--- config.mk ---
export PLATFORM = sky130hd
export DESIGN_NAME = msg_receive_wrapper
export DESIGN_NICKNAME = d
export VERILOG_FILES = /design/src/rtl/msg_receive_wrapper.sv
export SDC_FILE = /design/constraint.sdc
export NUM_CORES = 1
export LEC_CHECK = 0
export CORE_MARGIN = 2
export CORE_UTILIZATION = 50
export CTS_CLUSTER_DIAMETER = 150
export DETAILED_ROUTE_END_ITERATION = 8
export DONT_BUFFER_PORTS = 1
export PLACE_DENSITY = 0.74
export SLEW_MARGIN = 10
export SYNTH_ARGS = -nofsm -noshare
export SYNTH_HDL_FRONTEND = slang
export SYNTH_SLANG_ARGS = --single-unit
--- constraint.sdc ---
create_clock -name sys_clk_i -period 3 [get_ports sys_clk_i]
set_clock_uncertainty 0.05 [all_clocks]
set_input_delay 0.9 -clock sys_clk_i [delete_from_list [all_inputs] [get_ports sys_clk_i]]
set_output_delay 0.9 -clock sys_clk_i [all_outputs]
set_load 0.1 [all_outputs]
--- src/rtl/msg_receive_wrapper.sv ---
// ---------------------------------------------------------------------------
// msg_receive_wrapper
//
// Drains the SRIO downstream byte FIFO, parses framed sensor messages and
// forwards payload bytes to per-channel cache FIFO write ports.
//
// Frame layout: 0x55 0xAA | CH_ID | LEN | LEN payload bytes | CHK
//   CHK = (CH_ID + LEN + sum(payload)) mod 256
//
// Ports
//   sys_clk_i        system clock
//   rst_i            synchronous reset, active-high
//   ds_empty_i       downstream FIFO empty
//   ds_rd_en_o       downstream FIFO read strobe (combinational)
//   ds_din_i         FIFO read data, valid one cycle after ds_rd_en_o
//   ch_prog_full_i   per-channel cache prog_full; any bit set stalls reads
//   ch_wr_en_o       one-hot payload write strobe
//   ch_wr_dout_o     payload byte, shared by all channels
//   frame_ok_o       single-cycle pulse: frame passed checksum
//   frame_err_o      single-cycle pulse: frame aborted/rejected
//   err_code_o       with frame_err_o: 1 bad ID, 2 bad LEN, 3 CHK, 4 timeout
//   frame_ch_o       CH_ID of the frame with a status pulse (0 if unknown)
//   frame_ok_cnt_o   saturating good-frame counter
//   frame_err_cnt_o  saturating bad-frame counter
// ---------------------------------------------------------------------------
module msg_receive_wrapper #(
    parameter int SENSOR_CHANNEL = 20,
    parameter int MAX_LEN        = 48,
    parameter int TIMEOUT_CYC    = 1000
) (
    input  logic                      sys_clk_i,
    input  logic                      rst_i,
    input  logic                      ds_empty_i,
    output logic                      ds_rd_en_o,
    input  logic [7:0]                ds_din_i,
    input  logic [SENSOR_CHANNEL-1:0] ch_prog_full_i,
    output logic [SENSOR_CHANNEL-1:0] ch_wr_en_o,
    output logic [7:0]                ch_wr_dout_o,
    output logic                      frame_ok_o,
    output logic                      frame_err_o,
    output logic [2:0]                err_code_o,
    output logic [7:0]                frame_ch_o,
    output logic [15:0]               frame_ok_cnt_o,
    output logic [15:0]               frame_err_cnt_o
);

    localparam int            TW       = $clog2(TIMEOUT_CYC + 1);
    localparam logic [TW-1:0] TMO_LAST = TW'(TIMEOUT_CYC - 1);
    localparam logic [TW-1:0] TMO_ONE  = TW'(1);
    localparam logic [7:0]    NCH      = 8'(SENSOR_CHANNEL);
    localparam logic [7:0]    MAXL     = 8'(MAX_LEN);

    typedef enum logic [2:0] {
        ST_IDLE,
        ST_HDR2,
        ST_CHID,
        ST_LEN,
        ST_PAY,
        ST_CHK
    } state_t;

    state_t                    state_q;
    logic                      byte_vld_q;   // read issued last cycle: ds_din_i holds a byte
    logic [7:0]                id_q;
    logic [7:0]                len_q;
    logic [7:0]                cnt_q;
    logic [7:0]                sum_q;
    logic [TW-1:0]             timer_q;
    logic [SENSOR_CHANNEL-1:0] ch_wr_en_q;
    logic [7:0]                ch_wr_dout_q;
    logic                      frame_ok_q;
    logic                      frame_err_q;
    logic [2:0]                err_code_q;
    logic [7:0]                frame_ch_q;
    logic [15:0]               ok_cnt_q;
    logic [15:0]               err_cnt_q;

    // One-hot decode of the latched channel id for the payload strobe.
    logic [SENSOR_CHANNEL-1:0] wr_sel_d;
    genvar gi;
    generate
        for (gi = 0; gi < SENSOR_CHANNEL; gi++) begin : g_sel
            assign wr_sel_d[gi] = (id_q == 8'(gi));
        end
    endgenerate

    // Reads stall while any downstream cache is near full, regardless of
    // which channel the current frame targets.
    assign ds_rd_en_o = !rst_i && !ds_empty_i && !(|ch_prog_full_i);

    always_ff @(posedge sys_clk_i) begin
        if (rst_i) begin
            state_q      <= ST_IDLE;
            byte_vld_q   <= 1'b0;
            id_q         <= '0;
            len_q        <= '0;
            cnt_q        <= '0;
            sum_q        <= '0;
            timer_q      <= '0;
            ch_wr_en_q   <= '0;
            ch_wr_dout_q <= '0;
            frame_ok_q   <= 1'b0;
            frame_err_q  <= 1'b0;
            err_code_q   <= '0;
            frame_ch_q   <= '0;
            ok_cnt_q     <= '0;
            err_cnt_q    <= '0;
        end else begin
            byte_vld_q  <= ds_rd_en_o;
            ch_wr_en_q  <= '0;
            frame_ok_q  <= 1'b0;
            frame_err_q <= 1'b0;
            err_code_q  <= '0;
            frame_ch_q  <= '0;

            if (byte_vld_q) begin
                // An arriving byte always takes priority over timer expiry.
                timer_q <= '0;
                unique case (state_q)
                    ST_IDLE: begin
                        if (ds_din_i == 8'h55) state_q <= ST_HDR2;
                    end
                    ST_HDR2: begin
                        if (ds_din_i == 8'hAA)      state_q <= ST_CHID;
                        else if (ds_din_i != 8'h55) state_q <= ST_IDLE;
                    end
                    ST_CHID: begin
                        if (ds_din_i < NCH) begin
                            id_q    <= ds_din_i;
                            sum_q   <= ds_din_i;
                            state_q <= ST_LEN;
                        end else begin
                            frame_err_q <= 1'b1;
                            err_code_q  <= 3'd1;
                            if (err_cnt_q != 16'hFFFF) err_cnt_q <= err_cnt_q + 16'd1;
                            state_q     <= ST_IDLE;
                        end
                    end
                    ST_LEN: begin
                        if (ds_din_i != 8'd0 && ds_din_i <= MAXL) begin
                            len_q   <= ds_din_i;
                            sum_q   <= sum_q + ds_din_i;
                            cnt_q   <= '0;
                            state_q <= ST_PAY;
                        end else begin
                            frame_err_q <= 1'b1;
                            err_code_q  <= 3'd2;
                            frame_ch_q  <= id_q;
                            if (err_cnt_q != 16'hFFFF) err_cnt_q <= err_cnt_q + 16'd1;
                            state_q     <= ST_IDLE;
                        end
                    end
                    ST_PAY: begin
                        ch_wr_en_q   <= wr_sel_d;
                        ch_wr_dout_q <= ds_din_i;
                        sum_q        <= sum_q + ds_din_i;
                        if (cnt_q == len_q - 8'd1) state_q <= ST_CHK;
                        else                       cnt_q   <= cnt_q + 8'd1;
                    end
                    ST_CHK: begin
                        frame_ch_q <= id_q;
                        if (ds_din_i == sum_q) begin
                            frame_ok_q <= 1'b1;
                            if (ok_cnt_q != 16'hFFFF) ok_cnt_q <= ok_cnt_q + 16'd1;
                        end else begin
                            frame_err_q <= 1'b1;
                            err_code_q  <= 3'd3;
                            if (err_cnt_q != 16'hFFFF) err_cnt_q <= err_cnt_q + 16'd1;
                        end
                        state_q <= ST_IDLE;
                    end
                    default: state_q <= ST_IDLE;
                endcase
            end else if (state_q != ST_IDLE) begin
                if (timer_q == TMO_LAST) begin
                    frame_err_q <= 1'b1;
                    err_code_q  <= 3'd4;
                    // The id is only known once the CH_ID byte was accepted.
                    frame_ch_q  <= (state_q == ST_HDR2 || state_q == ST_CHID) ? 8'd0 : id_q;
                    if (err_cnt_q != 16'hFFFF) err_cnt_q <= err_cnt_q + 16'd1;
                    timer_q     <= '0;
                    state_q     <= ST_IDLE;
                end else begin
                    timer_q <= timer_q + TMO_ONE;
                end
            end
        end
    end

    assign ch_wr_en_o      = ch_wr_en_q;
    assign ch_wr_dout_o    = ch_wr_dout_q;
    assign frame_ok_o      = frame_ok_q;
    assign frame_err_o     = frame_err_q;
    assign err_code_o      = err_code_q;
    assign frame_ch_o      = frame_ch_q;
    assign frame_ok_cnt_o  = ok_cnt_q;
    assign frame_err_cnt_o = err_cnt_q;

endmodule

==> impl_metrics.tcl, run 1 <==
set metrics [dict create \
    yosysWarnings 0 \
    dr.pass1.iters 5 \
    wl_per_cell_um 15.4 \
    min_period_over_period 0.985 \
    io_buffer_count 0 \
    crit_type "input port to output pin" \
    drv_cap 0 \
    power.static_leakage_nw 2.59 \
    rrSetupSlack_ns 0.48 \
    p_sw_mw 0.814 \
    synth_edf_count 0 \
    die_area_um2 11600 \
    cp-startpoint "ch_prog_full_i[7]" \
    pin_count 105 \
    final_nets 771 \
    async_flop_share 0 \
    drc 0 \
    r2r_start "sum_q[0]" \
    antenna_cells 0 \
    synth_area_um2 5380 \
    cts_tree "built" \
    layout-drive-gt1-share 0.189 \
    grt_usage 0.243 \
    internal_power_mw 2.66 \
    p_clk_frac 0.533 \
    synthFlopType "dfxtp_1" \
    core_um2 10400 \
    postSynthAreaPerCell_um2 8.40 \
    syn2layout_area_growth_pct 25.0 \
    cts_buffers 17 \
    globalRouteOverflowTotal 0 \
    clock_path_buffers 2 \
    clock_sinks 119 \
    initial_utilization 0.519 \
    yosysSeqAreaShare 0.443 \
    vias 4974 \
    pwr-share-seq 0.455 \
    setup_violations 0 \
    crit_path_end_kind "output pin" \
    grt_max_degree 73 \
    dp.final_hpwl_um 9600 \
    ys_types 53 \
    vdd_drop_max_v 0.000274 \
    multi_input_area_um2 2870 \
    status "complete, no violations" \
    synth_area_leaders "dfxtp_1 (44%), nor2_1 (7.2%), xnor2_1 (5.0%)" \
    post-route-min-period_ns 2.95 \
    final-seq-area_um2 2380 \
    hold_violations 0 \
    drtIter0Drc 328 \
    syn_inst 641 \
    hold_path.class "flop to flop" \
    combPwrFrac 0.012 \
    crit_fanout 2 \
    yosysTopAreaCell "dfxtp_1" \
    ys_seq_elements 119 \
    cp.required_ns 2.05 \
    die_width_um 108 \
    cp.arrival_ns 2.00 \
    grt_pass1_vias 4709 \
    synth_nets 685 \
    clk_pin_slew_worst_paths_ns 0.06 \
    post-cts-setup-buffers 0 \
    worst_pin_slew_ns 0.691 \
    maxSlewHeadroom 0.527 \
    place_congestion 0.923 \
    synth_top_area_share 0.443 \
    die_h_um 108 \
    maxSlewViolCount 0 \
    viasPerCell 5.68 \
    p_sw_frac 0.234 \
    post-route-util 0.649 \
    routed_wl_um 13500 \
    max_clock_freq_mhz 338 \
    cts-hold-fix-buffers 0 \
    insertion_delay_ns 0.52 \
    rsz0062_at_grt "yes" \
    startpoint_type "input port" \
    cts_max_level 4 \
    power.density_nw_per_um2 516 \
    antenna_found_initial 0 \
    grt_pass1_wl_um 22300 \
    cts-root-buf "clkbuf_8" \
    setup_tns_ns 0 \
    total_power_mw 3.47 \
    min_from "ch_wr_dout_o[6]" \
    ant_nets 0 \
    fill_cells 880 \
    rows 37 \
]
cell usage in the layout, fill, tap and decap left out, types with 13 or more instances in the layout:
| master | n |
|---|---|
| nand2_1 | 61 |
| dfxtp_1 | 119 |
| mux2i_1 | 13 |
| clkbuf_16 | 16 |
| nor3_1 | 21 |
| a21oi_1 | 42 |
| nor2_1 | 103 |
| nand3_1 | 33 |
| buf_4 | 91 |
| inv_1 | 17 |
| o21ai_0 | 17 |
| xor2_1 | 21 |
| xnor2_1 | 31 |
worst max-delay path: stages:
cell and delay, ns:
or4_4 0.55, nor4_4 0.34, buf_12 0.21
registers in the layout, summed over array words and instances (netlist names), 8 cells and up:
register         flops
ch_wr_dout_o         8
len_q                8
frame_ch_o           8
frame_err_cnt_o     16
ch_wr_en_o          20
timer_q             10
frame_ok_cnt_o      16
cnt_q                8
sum_q                8
id_q                 8
synthesized netlist by cell type, types with 2 or more instances:
| cell type | number |
|---|---|
| a211oi_1 | 4 |
| a21boi_0 | 2 |
| a21o_1 | 3 |
| a21oi_1 | 42 |
| a31oi_1 | 5 |
| a32oi_1 | 3 |
| and2_1 | 10 |
| and3_1 | 8 |
| and4_1 | 4 |
| buf_1 | 3 |
| clkbuf_1 | 21 |
| dfxtp_1 | 119 |
| ha_1 | 12 |
| inv_1 | 17 |
| mux2i_1 | 13 |
| nand2_1 | 61 |
| nand2b_1 | 3 |
| nand3_1 | 33 |
| nand3b_1 | 4 |
| nand4_1 | 9 |
| nand4b_1 | 2 |
| nor2_1 | 103 |
| nor2b_1 | 4 |
| nor3_1 | 21 |
| nor3b_1 | 4 |
| nor4_1 | 14 |
| o211ai_1 | 2 |
| o21ai_0 | 17 |
| o21ai_1 | 3 |
| o31ai_1 | 3 |
| or2_2 | 6 |
| or3_1 | 11 |
| or4_1 | 5 |
| xnor2_1 | 31 |
| xor2_1 | 21 |
logic make-up (layout without fill, tap and decap cells):
kind of cell,after synthesis,in the layout,synth area share
AOI/OAI and AO/OA,95,95,0.111
DFF,119,119,0.443
buffers and inverters,42,141,0.0295
adders and majority gates,13,13,0.0316
and+or+nand+nor,306,306,0.275
xor gates and xnor gates,52,52,0.0846
muxes,14,14,0.0263
path summary, 6_finish.rpt:
check | endpoint | cells after the start
hold reg to reg | ch_wr_dout_o[6] | 2
setup reg to reg | frame_ok_cnt_o[15] | 9
hold / removal | ch_wr_dout_o[6] | 2
setup / recovery | ds_rd_en_o | 3
metrics by stage:
| step | instance area [µm²] | hold slack [ns] | setup WS (ns) | cells |
|---|---|---|---|---|
| finish | 6730 | 0.409 | 0.0456 | 876 |
| detailed placement | 6180 | 0.400 | -0.0761 | 844 |
| global route | 6730 | 0.386 | -0.00137 | 876 |
| CTS | 6720 | 0.384 | 0.0109 | 876 |
| global placement | 6180 | 0.388 | -0.0457 | 844 |
| floorplan | 5400 | 0.386 | -0.500 | 641 |
power by group through the flow:
stage	sequential (mW)	clock [mW]	combinational (mW)
final	1.58	1.85	0.0401
after detailed placement	1.62	0	0.0391
after global routing	1.58	1.96	0.0446
after floorplan	1.62	0	0.0446
after CTS	1.58	1.88	0.0394
after global placement	1.62	0	0.0372
layout make-up:
class / count / area share
Clock inverter: 14 / 0.0171
Inverter: 17 / 0.00948
Tap cell: 136 / 0.0253
Sequential cell: 119 / 0.354
Multi-Input combinational cell: 480 / 0.426
Timing Repair Buffer: 92 / 0.105
Clock buffer: 18 / 0.0636
routing by layer:
| layer | wire length, µm | vias up | global-route usage | share of wire |
|---|---|---|---|---|
| met5 | 0 | - | 0 | 0 |
| met4 | 204 | 0 | 0.0760 | 0.015 |
| met3 | 1070 | 17 | 0.0866 | 0.079 |
| met2 | 6700 | 188 | 0.406 | 0.50 |
| met1 | 5540 | 2358 | 0.293 | 0.41 |
| li1 | - | 2411 | - | - |
timing repair:
item                                   4_1_cts  5_1_grt
endpoints found under the hold margin        0        0
resized for setup                            0        1
setup endpoints to repair                    0        1
Note: power is estimated with default switching activity, not from simulation.
==> inputs of run 2 (changes only) <==
--- a/config.mk
+++ b/config.mk
@@ -10,7 +10,7 @@
 export CTS_CLUSTER_DIAMETER = 150
 export DETAILED_ROUTE_END_ITERATION = 8
 export DONT_BUFFER_PORTS = 1
-export PLACE_DENSITY = 0.74
+export PLACE_DENSITY = 0.79
 export SLEW_MARGIN = 10
 export SYNTH_ARGS = -nofsm -noshare
 export SYNTH_HDL_FRONTEND = slang
==> run 2 against run 1 <==
Compared with the run above:
- fmax up 1.0%
- utilization up 0.94 points
- critical path depth unchanged
- clock-buffer cell count unchanged
- combinational power down 1%
- register-to-register slack about the same
- largest cell class unchanged
- worst hold slack worse by 0.027 ns
- die area unchanged
- clock power up 17%
==> impl_metrics.tcl, run 2 (same netlist as run 1, synthesis figures left out) <==
set metrics [dict create \
    largest_reg_flops 20 \
    power.static_leakage_nw 2.62 \
    drv_cap 0 \
    grt_use_met2 0.407 \
    maxSlewViolCount 0 \
    grt_max_degree 73 \
    setup_violations 0 \
    pin_count 105 \
    post-route-util 0.658 \
    drc 0 \
    post-cts-setup-buffers 0 \
    max_clock_freq_mhz 342 \
    p_sw_mw 0.736 \
    globalRouteOverflowTotal 0 \
    final_nets 772 \
    rows 37 \
    cts_max_level 4 \
    final-seq-area_um2 2380 \
    cts_buffers 17 \
    fin_ws_ns 0.0760 \
    met1_usage 0.263 \
    p_clk_frac 0.571 \
    cp.required_ns 2.05 \
    cts-root-buf "clkbuf_8" \
    post-route-min-period_ns 2.92 \
    crit_type "input port to output pin" \
    layout-drive-gt1-share 0.190 \
    use_met3 0.106 \
    dr.pass1.iters 5 \
    grt_pass1_wl_um 22000 \
    worst_pin_slew_ns 0.665 \
    clock_path_buffers 2 \
    viasPerCell 5.58 \
    vias 4895 \
    wl_per_cell_um 15.3 \
    clk_pin_slew_worst_paths_ns 0.06 \
    maxSlewHeadroom 0.553 \
    rsz0062_at_grt "no" \
    grt_pass1_vias 4802 \
    pwr-share-seq 0.418 \
    final_common_cell "dfxtp_1" \
    syn2layout_area_growth_pct 26.8 \
    io_buffer_count 0 \
    crit_fanout 2 \
    crit_path_end_kind "output pin" \
    cp.arrival_ns 1.97 \
    combPwrFrac 0.011 \
    drtIter0Drc 250 \
    status "complete, no violations" \
    antenna_cells 0 \
    hold_ws_ns 0.381 \
    min_period_over_period 0.975 \
    initial_utilization 0.519 \
    fill_cells 837 \
    final_cell_mix "dfxtp_1 (119), nor2_1 (103), buf_4 (92)" \
    hold_path.class "input port to flop" \
    die_area_um2 11600 \
    cts_tree "built" \
    vdd_drop_max_v 0.000667 \
    pre_cts_ws_ns -0.0638 \
    dp.final_hpwl_um 9480 \
    fin_cells 877 \
    cts-hold-fix-buffers 0 \
    routed_wl_um 13400 \
    startpoint_type "input port" \
    die_h_um 108 \
    place_congestion 0.871 \
    dp_cells 845 \
    core_um2 10400 \
    ant_nets 0 \
    multi_input_area_um2 2870 \
    insertion_delay_ns 0.53 \
    die_width_um 108 \
    antenna_found_initial 0 \
    clock_sinks 119 \
    grt_usage 0.240 \
    p_sw_frac 0.195 \
    internal_power_mw 3.04 \
    power.density_nw_per_um2 554 \
    grt-busiest-layer "met2" \
    hold_violations 0 \
]
run 2: cell count changes in the layout (fill, tap and decap cells not counted):
cell	delta
buf_4	+1
bufinv_16	+5
clkinv_2	+2
clkinv_4	-2
clkinvlp_4	+3
inv_6	-6
inv_8	-2
run 2: final timing paths:
check | depth (start not counted) | end | slack (ns) | from
setup / recovery | 3 | ds_rd_en_o | 0.08 | ch_prog_full_i[7]
hold / removal | 1 | frame_err_cnt_o[8] | 0.38 | rst_i
setup reg to reg | 7 | state_q[0] | 0.48 | len_q[2]
hold reg to reg | 2 | ch_wr_dout_o[2] | 0.41 | ch_wr_dout_o[2]
run 2: timing repair:
action,in CTS,in global routing
setup endpoints to repair,1,1
gates cloned,0,0
gates resized for setup,1,0
pin swaps,2,1
run 2: area by class of cell:
type | count | share of cell area
flip-flops and latches | 119 | 0.349
clock buffers | 18 | 0.0627
inverters | 17 | 0.00935
repair buffers | 93 | 0.104
well taps | 136 | 0.0249
multi-input cells | 480 | 0.420
clock inverters | 14 | 0.0301
run 2: stage by stage:
stage                     area, µm²  setup TNS [ns]  power [mW]
after floorplan                5400          -0.500        1.66
after global placement         6190        -0.00641        1.65
after detailed placement       6190          -0.240        1.65
after CTS                      6830         -0.0142        3.81
after global routing           6830               0        3.88
final                          6830               0        3.78
run 2: power by group through the flow:
stage	registers, mW	logic (mW)	clock network [mW]
2_1_floorplan	1.62	0.0446	0
3_3_place_gp	1.62	0.0367	0
3_5_place_dp	1.62	0.0387	0
4_1_cts	1.58	0.0393	2.19
5_1_grt	1.58	0.0431	2.26
6_report	1.58	0.0397	2.16
run 2: layer usage:
metal | vias to the layer above | routed length (µm)
met4 | 0 | 266
met5 | - | 0
met1 | 2262 | 5400
met3 | 29 | 1250
met2 | 196 | 6460
li1 | 2408 | -
run 2: worst max-delay path, cell delays in order:
cell and delay, ns:
or4_4 0.54, nor4_4 0.31, buf_12 0.22
==> inputs of run 3 (changes only) <==
--- a/config.mk
+++ b/config.mk
@@ -10,6 +10,7 @@
 export CTS_CLUSTER_DIAMETER = 150
 export DETAILED_ROUTE_END_ITERATION = 8
 export DONT_BUFFER_PORTS = 1
+export MAX_ROUTING_LAYER = met4
 export PLACE_DENSITY = 0.79
 export SLEW_MARGIN = 10
 export SYNTH_ARGS = -nofsm -noshare
==> run 3 against run 2 <==
Compared with the run above:
- register-to-register slack got worse by 0.07 ns
- largest cell class unchanged
- largest power group unchanged
- worst hold slack better by 0.013 ns
- routed wire length decreased by 0.80%
- non-clock buffer count shrank 1
- highest routed layer unchanged
- setup slack better by 0.012 ns
==> impl_metrics.tcl, run 3 (same netlist as run 1, synthesis figures left out) <==
set metrics [dict create \
    status "complete, no violations" \
    antenna_found_initial 0 \
    r2r_start "sum_q[0]" \
    pin_count 105 \
    final_cell_mix "dfxtp_1 (119), nor2_1 (103), buf_4 (91)" \
    power.density_nw_per_um2 521 \
    fin_cells 876 \
    routed_wl_um 13300 \
    cp.required_ns 2.05 \
    cts_tree "built" \
    grt_max_degree 73 \
    worst_pin_slew_ns 0.673 \
    crit_fanout 2 \
    clock_path_buffers 2 \
    min_period_over_period 0.971 \
    die_width_um 108 \
    cts-root-buf "clkbuf_8" \
    crit_type "input port to output pin" \
    post-route-min-period_ns 2.91 \
    min_from "rst_i" \
    largest_reg_flops 20 \
    post-route-util 0.651 \
    vias 4908 \
    r2r-end "frame_ok_cnt_o[14]" \
    grt_pass1_wl_um 22400 \
    cts-hold-fix-buffers 0 \
    die_area_um2 11600 \
    rsz0062_at_grt "no" \
    dr.pass1.iters 5 \
    clk_pin_slew_worst_paths_ns 0.06 \
    reg2reg_depth 6 \
    grt_usage 0.250 \
    insertion_delay_ns 0.52 \
    syn2layout_area_growth_pct 25.4 \
    drtIter0Drc 352 \
    viasPerCell 5.60 \
    cts_max_level 4 \
    hold_path.class "input port to flop" \
    holdPathStages 1 \
    maxSlewViolCount 0 \
    layout-drive-gt1-share 0.185 \
    cts_buffers 17 \
    place_congestion 0.887 \
    ant_nets 0 \
    antenna_cells 0 \
    startpoint_type "input port" \
    die_h_um 108 \
    cp.arrival_ns 1.96 \
    crit_path_end_kind "output pin" \
    hold_violations 0 \
    vdd_drop_max_v 0.000364 \
    core_um2 10400 \
    wl_per_cell_um 15.1 \
    drv_cap 0 \
    holdPathEnd "frame_err_cnt_o[5]" \
    dp_cells 844 \
    rrSetupSlack_ns 0.41 \
    dp.final_hpwl_um 9280 \
    drc 0 \
    final_common_cell "dfxtp_1" \
    rows 37 \
    maxSlewHeadroom 0.547 \
    grt_pass1_vias 4854 \
    initial_utilization 0.519 \
    io_buffer_count 0 \
    clock_sinks 119 \
    power.static_leakage_nw 2.59 \
    final_nets 771 \
    globalRouteOverflowTotal 0 \
    max_clock_freq_mhz 343 \
    setup_violations 0 \
]
==> run 3: critical path, cell delays in order <==
cell and delay, ns:
or4_4 0.55, nor4_4 0.29, buf_12 0.22
==> run 3: worst max-delay path by stage <==
| stage | start | end | slack [ns] | depth (start not counted) |
|---|---|---|---|---|
| floorplan | ch_prog_full_i[2] | ds_rd_en_o | -0.50 | 2 |
| finish | ch_prog_full_i[2] | ds_rd_en_o | 0.09 | 3 |
| detailed placement | ds_din_i[6] | frame_ok_cnt_o[14] | -0.11 | 6 |
| global route | ch_prog_full_i[2] | ds_rd_en_o | 0.06 | 3 |
| CTS | ch_prog_full_i[2] | ds_rd_en_o | 0.005 | 3 |
| global placement | ds_din_i[6] | frame_ok_cnt_o[8] | -0.004 | 6 |
==> run 3: layout make-up <==
cell class	instances	area, µm²
timing repair buffer	92	703
clock buffer	25	494
multi-input combinational	480	2870
clock inverter	7	67.6
fill	790	3620
inverter	17	63.8
tap	136	170
sequential	119	2380
==> run 3: what timing repair did <==
action / in CTS / in global routing
pin swaps: 1 / 1
setup endpoints to repair: 1 / 1
gates resized for setup: 1 / 0
setup buffers: 0 / 0
==> run 3: power by group <==
part | internal [mW] | leakage [nW] | switching (mW)
registers | 1.58 | 0.958 | 0.00000000803
clock network | 1.20 | 0.270 | 0.687
logic | 0.0187 | 1.36 | 0.0219
==> run 3: per-stage QoR <==
step | setup TNS, ns | instance area [µm²] | setup WS (ns) | hold slack, ns | power, mW
floorplan | -0.500 | 5400 | -0.500 | 0.386 | 1.66
global placement | -0.00363 | 6180 | -0.00363 | 0.391 | 1.65
detailed placement | -0.410 | 6180 | -0.112 | 0.397 | 1.65
CTS | 0 | 6750 | 0.00450 | 0.379 | 3.53
global route | 0 | 6750 | 0.0607 | 0.371 | 3.61
finish | 0 | 6750 | 0.0881 | 0.394 | 3.51
==> run 3: routing by layer <==
layer,GRT usage,up-vias,part of all wire
met3,0.0914,12,0.084
met5,-,-,0
met2,0.412,178,0.49
li1,-,2413,-
met1,0.280,2305,0.41
met4,0.0861,0,0.0093
